===== config.mk =====
export PLATFORM = sky130hd
export DESIGN_NAME = dmem_port_ctrl_flat
export DESIGN_NICKNAME = d
export VERILOG_FILES = /design/src/rtl/dmem_port_ctrl_if.sv /design/src/rtl/dmem_port_ctrl.sv /design/src/flat_wrapper.sv
export SDC_FILE = /design/constraint.sdc
export NUM_CORES = 1
export LEC_CHECK = 0
export ABC_AREA = 1
export ABC_CLOCK_PERIOD_IN_PS = 7500
export CAP_MARGIN = 20
export CORE_UTILIZATION = 40
export CTS_CLUSTER_DIAMETER = 200
export DETAILED_ROUTE_END_ITERATION = 6
export GPL_TIMING_DRIVEN = 0
export PLACE_DENSITY = 0.76
export REMOVE_ABC_BUFFERS = 1
export SYNTH_ARGS = -nofsm -noshare
export SYNTH_HDL_FRONTEND = slang
export SYNTH_SLANG_ARGS = --single-unit
export TNS_END_PERCENT = 20

===== constraint.sdc =====
create_clock -name clk -period 7.5 [get_ports clk]
set_input_delay 1.5 -clock clk [delete_from_list [all_inputs] [get_ports clk]]
set_output_delay 1.5 -clock clk [all_outputs]
set_load 0.02 [all_outputs]

===== src/rtl/dmem_port_ctrl_if.sv =====
// Data-memory bus between the memory-stage port controller and the data memory.
//   dmem_address  word-aligned byte address of the access
//   dmem_read     read request, held until dmem_resp
//   dmem_write    write request, held until dmem_resp
//   dmem_wmask    byte-lane enables
//   dmem_wdata    store data, replicated across the addressed lanes
//   dmem_rdata    read data returned by memory
//   dmem_resp     one-cycle pulse: memory has completed the access
// master: the controller; slave: the memory.
interface dmem_port_ctrl_if #(
    parameter int unsigned ADDR_W = 32,
    parameter int unsigned DATA_W = 32
);
    localparam int unsigned LANES = DATA_W / 8;

    logic [ADDR_W-1:0] dmem_address;
    logic              dmem_read;
    logic              dmem_write;
    logic [LANES-1:0]  dmem_wmask;
    logic [DATA_W-1:0] dmem_wdata;
    logic [DATA_W-1:0] dmem_rdata;
    logic              dmem_resp;

    modport master (
        output dmem_address, dmem_read, dmem_write, dmem_wmask, dmem_wdata,
        input  dmem_rdata, dmem_resp
    );

    modport slave (
        input  dmem_address, dmem_read, dmem_write, dmem_wmask, dmem_wdata,
        output dmem_rdata, dmem_resp
    );
endinterface


===== src/rtl/dmem_port_ctrl.sv =====
// Memory-stage data-port controller. Converts one pipeline load/store into a
// word-aligned dmem transaction with byte mask and lane-replicated store data,
// holds it until dmem_resp, stalls the pipeline meanwhile, and returns the raw
// read data plus the original byte address so writeback can align/sign-extend.
// Ports:
//   clk, rst            clock, asynchronous active-high reset
//   req_valid           memory-stage op present
//   req_is_load/store   op type (store wins if both set)
//   req_funct3          RV32I funct3 (access size)
//   req_addr            byte address
//   req_wdata           store source (rs2)
//   stall               combinational: hold upstream pipeline registers
//   done                one-cycle completion pulse
//   misaligned          pulses with done when the op was dropped
//   rdata_out/addr_out  captured read data and original address, valid with done
//   dmem                data-memory bus (master side)
module dmem_port_ctrl #(
    parameter int unsigned ADDR_W = 32,
    parameter int unsigned DATA_W = 32
) (
    input  logic              clk,
    input  logic              rst,
    input  logic              req_valid,
    input  logic              req_is_load,
    input  logic              req_is_store,
    input  logic [2:0]        req_funct3,
    input  logic [ADDR_W-1:0] req_addr,
    input  logic [DATA_W-1:0] req_wdata,
    output logic              stall,
    output logic              done,
    output logic              misaligned,
    output logic [DATA_W-1:0] rdata_out,
    output logic [ADDR_W-1:0] addr_out,
    dmem_port_ctrl_if.master  dmem
);
    localparam int unsigned LANES = DATA_W / 8;

    typedef enum logic [1:0] {
        IDLE = 2'd0,
        BUSY = 2'd1,
        DONE = 2'd2
    } state_t;

    state_t            state_q, state_d;
    logic [ADDR_W-1:0] address_q, address_d;
    logic              read_q, read_d;
    logic              write_q, write_d;
    logic [LANES-1:0]  wmask_q, wmask_d;
    logic [DATA_W-1:0] wdata_q, wdata_d;
    logic              done_d, misaligned_d;
    logic [DATA_W-1:0] rdata_out_d;
    logic [ADDR_W-1:0] addr_out_d;

    logic              mem_op_c;
    logic              half_c, word_c, misaligned_c;
    logic [LANES-1:0]  st_mask_c;
    logic [DATA_W-1:0] st_wdata_c;

    assign mem_op_c = req_is_load | req_is_store;
    assign stall    = req_valid & mem_op_c & (state_q != DONE);

    // Access size and store lane placement. Unknown store funct3 acts as sw.
    always_comb begin
        half_c     = 1'b0;
        word_c     = 1'b0;
        st_mask_c  = LANES'(4'b1111);
        st_wdata_c = req_wdata;
        if (req_is_store) begin
            case (req_funct3)
                3'b000: begin
                    st_mask_c  = LANES'(4'b0001) << req_addr[1:0];
                    st_wdata_c = {4{req_wdata[7:0]}};
                end
                3'b001: begin
                    half_c     = 1'b1;
                    st_mask_c  = LANES'(4'b0011) << {req_addr[1], 1'b0};
                    st_wdata_c = {2{req_wdata[15:0]}};
                end
                default: word_c = 1'b1;
            endcase
        end else begin
            // lb/lbu share funct3[1:0]=00, lh/lhu share 01
            case (req_funct3[1:0])
                2'b01:   half_c = 1'b1;
                2'b10:   word_c = 1'b1;
                default: ;
            endcase
        end
        misaligned_c = (half_c & req_addr[0]) | (word_c & (|req_addr[1:0]));
    end

    // Next-state and registered-output logic.
    always_comb begin
        state_d      = state_q;
        address_d    = address_q;
        read_d       = read_q;
        write_d      = write_q;
        wmask_d      = wmask_q;
        wdata_d      = wdata_q;
        done_d       = 1'b0;
        misaligned_d = 1'b0;
        rdata_out_d  = rdata_out;
        addr_out_d   = addr_out;

        case (state_q)
            IDLE: begin
                if (req_valid && mem_op_c) begin
                    addr_out_d = req_addr;
                    if (misaligned_c) begin
                        // Dropped op: report completion without touching dmem.
                        state_d      = DONE;
                        done_d       = 1'b1;
                        misaligned_d = 1'b1;
                    end else begin
                        state_d   = BUSY;
                        address_d = {req_addr[ADDR_W-1:2], 2'b00};
                        read_d    = ~req_is_store;
                        write_d   = req_is_store;
                        wmask_d   = req_is_store ? st_mask_c : LANES'(4'b1111);
                        wdata_d   = req_is_store ? st_wdata_c : '0;
                    end
                end
            end
            BUSY: begin
                if (dmem.dmem_resp) begin
                    state_d     = DONE;
                    done_d      = 1'b1;
                    rdata_out_d = dmem.dmem_rdata;
                    read_d      = 1'b0;
                    write_d     = 1'b0;
                end
            end
            DONE: state_d = IDLE;
            default: begin
                state_d = IDLE;
                read_d  = 1'b0;
                write_d = 1'b0;
            end
        endcase
    end

    // State and output registers.
    always_ff @(posedge clk or posedge rst) begin
        if (rst) begin
            state_q    <= IDLE;
            address_q  <= '0;
            read_q     <= 1'b0;
            write_q    <= 1'b0;
            wmask_q    <= '0;
            wdata_q    <= '0;
            done       <= 1'b0;
            misaligned <= 1'b0;
            rdata_out  <= '0;
            addr_out   <= '0;
        end else begin
            state_q    <= state_d;
            address_q  <= address_d;
            read_q     <= read_d;
            write_q    <= write_d;
            wmask_q    <= wmask_d;
            wdata_q    <= wdata_d;
            done       <= done_d;
            misaligned <= misaligned_d;
            rdata_out  <= rdata_out_d;
            addr_out   <= addr_out_d;
        end
    end

    assign dmem.dmem_address = address_q;
    assign dmem.dmem_read    = read_q;
    assign dmem.dmem_write   = write_q;
    assign dmem.dmem_wmask   = wmask_q;
    assign dmem.dmem_wdata   = wdata_q;
endmodule

===== src/flat_wrapper.sv =====
// flat-port wrapper written by rule: the top's interface ports become plain ports
module dmem_port_ctrl_flat 
#(
    parameter int unsigned ADDR_W = 32,
    parameter int unsigned DATA_W = 32
)
  (clk, rst, req_valid, req_is_load, req_is_store, req_funct3, req_addr, req_wdata, stall, done, misaligned, rdata_out, addr_out, dmem_dmem_address, dmem_dmem_read, dmem_dmem_write, dmem_dmem_wmask, dmem_dmem_wdata, dmem_dmem_rdata, dmem_dmem_resp);
  dmem_port_ctrl_if #(.ADDR_W(ADDR_W), .DATA_W(DATA_W)) dmem_i ();
  input  logic clk;
  input  logic rst;
  input  logic req_valid;
  input  logic req_is_load;
  input  logic req_is_store;
  input  logic [2:0] req_funct3;
  input  logic [ADDR_W-1:0] req_addr;
  input  logic [DATA_W-1:0] req_wdata;
  output logic stall;
  output logic done;
  output logic misaligned;
  output logic [DATA_W-1:0] rdata_out;
  output logic [ADDR_W-1:0] addr_out;
  output wire logic [$bits(dmem_i.dmem_address)-1:0] dmem_dmem_address;
  output wire logic [$bits(dmem_i.dmem_read)-1:0] dmem_dmem_read;
  output wire logic [$bits(dmem_i.dmem_write)-1:0] dmem_dmem_write;
  output wire logic [$bits(dmem_i.dmem_wmask)-1:0] dmem_dmem_wmask;
  output wire logic [$bits(dmem_i.dmem_wdata)-1:0] dmem_dmem_wdata;
  input wire logic [$bits(dmem_i.dmem_rdata)-1:0] dmem_dmem_rdata;
  input wire logic [$bits(dmem_i.dmem_resp)-1:0] dmem_dmem_resp;
  assign dmem_dmem_address = dmem_i.dmem_address;
  assign dmem_dmem_read = dmem_i.dmem_read;
  assign dmem_dmem_write = dmem_i.dmem_write;
  assign dmem_dmem_wmask = dmem_i.dmem_wmask;
  assign dmem_dmem_wdata = dmem_i.dmem_wdata;
  assign dmem_i.dmem_rdata = dmem_dmem_rdata;
  assign dmem_i.dmem_resp = dmem_dmem_resp;
  dmem_port_ctrl #(.ADDR_W(ADDR_W), .DATA_W(DATA_W)) u_core (.clk(clk), .rst(rst), .req_valid(req_valid), .req_is_load(req_is_load), .req_is_store(req_is_store), .req_funct3(req_funct3), .req_addr(req_addr), .req_wdata(req_wdata), .stall(stall), .done(done), .misaligned(misaligned), .rdata_out(rdata_out), .addr_out(addr_out), .dmem(dmem_i));
endmodule

==> metrics <==
status=complete, no violations; Crit path required time=6.00 ns; Die Wd=122 um; worst flop-to-flop path startpoint=u_core.state_q[0]; antenna violations before repair=0; crit end category=primary output; total CTS buffers=17; Tcrit/Tclk final=67.6%; final setup skew=0.00742 ns; H-tree level count=4; IO buf count=239; post-cts gate resize count=0; FILL cells=1190; Max Clk Rate=0.197 GHz; Reg2Reg Depth=6; Slew @ Worst Pin=0.848 ns; Final setup violation count=0; Clock transition at path regs=0.05 ns; sequential power share=35.0%; switching share of power=35.2%; core footprint=13900 um2; flop-to-flop setup slack=5.32 ns; vias in the first global route=5000; Slew headroom=43.4%; pins over their slew limit=0; DR iter-0 viols=327; CP max FO=13; met2 wire len=7610 um; VDD IR max=0.000195 V; via/cell ratio=4.78; pin count of the biggest net entering global routing=106; Synth Flop Type=dfrtp_1; Cell Pwr Density=367 nW/um2; io pins=242; M1 wire length=6470 um; kind of critical path=in2out; Total Die Area=14800 um2; final hold vios=0; TritonCTS clock tree=built; RePlAce Congestion=0.803; post-route setup TNS=0 ns; clk_lat worst skew=0.41 ns; Post-Syn Area=5740 um2; WL met3=1210 um; FF-to-FF End=u_core.rdata_out[14]; Post-Route Utilization=63.8%; # DRC=0; Hold/Removal Path Class=reg2reg; Placed Cells incl. Taps=1056; CTS Hold Bufs=0; Psw=1.15 mW; RSZ-0062 raised after global routing=no; most frequent cells in the layout=nand2_1, clkdlybuf4s50_1, dfrtp_1, nand3_1, o21ai_0; internal cell power=2.11 mW; DR top layer=met4; Syn Area/Cell=8.56 um2; WL per Instance=14.4 um; Storage cell area=3400 um2; Setup WS post-layout=2.43 ns; Tmin final=5.07 ns; Worst setup SP type=input port; Setup Buffers After CTS=0; GRT overflow=0; hold path depth=2; Hold EP=u_core.rdata_out[27]; post-synth cell types=25; post-synthesis register bit count=136; Initial Util=41.2%; HPWL after DPL=10500 um; Area Overhead vs Synth=54.8%; global-route usage over all layers=22.0%; area occupied by multi-input gates=2030 um2; Vias=5221; WL final=15700 um; max-cap violation count=0; share of cells above drive strength 1=7.46%; Pleak=4.25 nW; Ant. Diodes=0; commonest non-fill, non-tap cell in the layout=nand2_1; Synth warnings=0; die height=122 um; router iterations before antenna repair=5; Synth async-reset ratio=100%; sequential fraction of the synthesis area=59.3%; total power=3.26 mW; clock share of power=24.4%; post-place setup slack=1.67 ns; deepest clock path buffer count=2; site row count=43; clk sinks=136; first-pass GRT wire length=25100 um; worst min-delay path startpoint=u_core.rdata_out[27]; critical path arrival=3.57 ns; post-route ant nets=0; Syn Inst Count=671; fin nets=1004; fin cells=1092; root buffer selected by CTS=clkbuf_16; Gate power share=40.6%; Post-synth EDFFs=0
[cell type report]
type                       count  share of cell area [%]
tap                          180                    2.53
multi-input combinational    472                    22.8
clock inverter                13                    1.48
timing repair buffer         247                    28.9
clock buffer                  19                    4.87
inverter                      25                    1.14
sequential                   136                    38.3
[synth_stat cells (4+ instances only)]
library cell,count,share of area (%)
nand3_1,59,5.1
nor2_1,4,0.26
nand2_1,314,21
o21ai_0,36,3.1
buf_6,7,1.4
buf_4,4,0.52
inv_1,22,1.4
nor2_2,4,0.44
or2_2,16,1.7
o21ai_1,20,1.7
clkbuf_1,18,1.2
buf_2,10,0.87
dfrtp_1,136,59
a21oi_1,9,0.78
[worst max path at each step]
| stage | cells after the start | end | slack [ns] | startpoint |
|---|---|---|---|---|
| global placement | 2 | u_core.dmem.dmem_address[11] | 0.37 | rst |
| floorplan | 1 | u_core.addr_out[0] | 2.36 | rst |
| CTS | 6 | stall | 1.90 | req_is_store |
| global route | 6 | stall | 2.26 | req_is_store |
| finish | 6 | stall | 2.43 | req_is_store |
| detailed placement | 7 | u_core.dmem.dmem_address[2] | 1.67 | req_is_store |
[kinds of logic (layout without fill, tap and decap cells)]
kind of cell	Yosys count	count (layout)	synth area share, %
DFF	136	136	59.3
buffers and inverters	64	304	5.62
and+or+nand+nor	403	403	29.1
AOI/OAI and AO/OA	67	67	5.97
other	1	2	0.0653
[per-layer routing]
| layer | global-route usage, % | vias up |
|---|---|---|
| met3 | 7.44 | 31 |
| met2 | 34.8 | 172 |
| met4 | 9.88 | 0 |
| met5 | 0 | - |
| li1 | - | 2571 |
| met1 | 27.3 | 2447 |
[critical path, stage by stage]
cell and delay, ns:
clkdlybuf4s50_1 0.83, inv_2 0.22, nand2_1 0.14, nand2_1 0.11
a21oi_1 0.13, clkdlybuf4s50_1 0.64
[power groups by stage]
| stage | Combinational, mW | Sequential [mW] | Clock (mW) |
|---|---|---|---|
| after floorplan | 0.276 | 1.48 | 0 |
| after global placement | 1.30 | 1.14 | 0 |
| after detailed placement | 1.33 | 1.15 | 0 |
| after CTS | 1.33 | 1.14 | 0.811 |
| after global routing | 1.43 | 1.18 | 0.848 |
| final | 1.32 | 1.14 | 0.797 |
[through the flow]
step / cell area [um2] / hold slack [ns]
after global placement: 8140 / 0.453
final: 8890 / 0.468
after CTS: 8810 / 0.472
after floorplan: 5520 / 0.513
after global routing: 8890 / 0.488
after detailed placement: 8250 / 0.458
[flip-flops by register name (all words and copies together), names as in the netlist]
register / cells
u_core.rdata_out: 32
u_core.addr_out: 32
u_core.misaligned: 1
u_core.dmem.dmem_read: 1
u_core.state_q: 2
u_core.done: 1
u_core.dmem.dmem_wmask: 4
u_core.dmem.dmem_address: 30
u_core.dmem.dmem_wdata: 32
u_core.dmem.dmem_write: 1
Note: power is estimated with default switching activity, not from simulation.
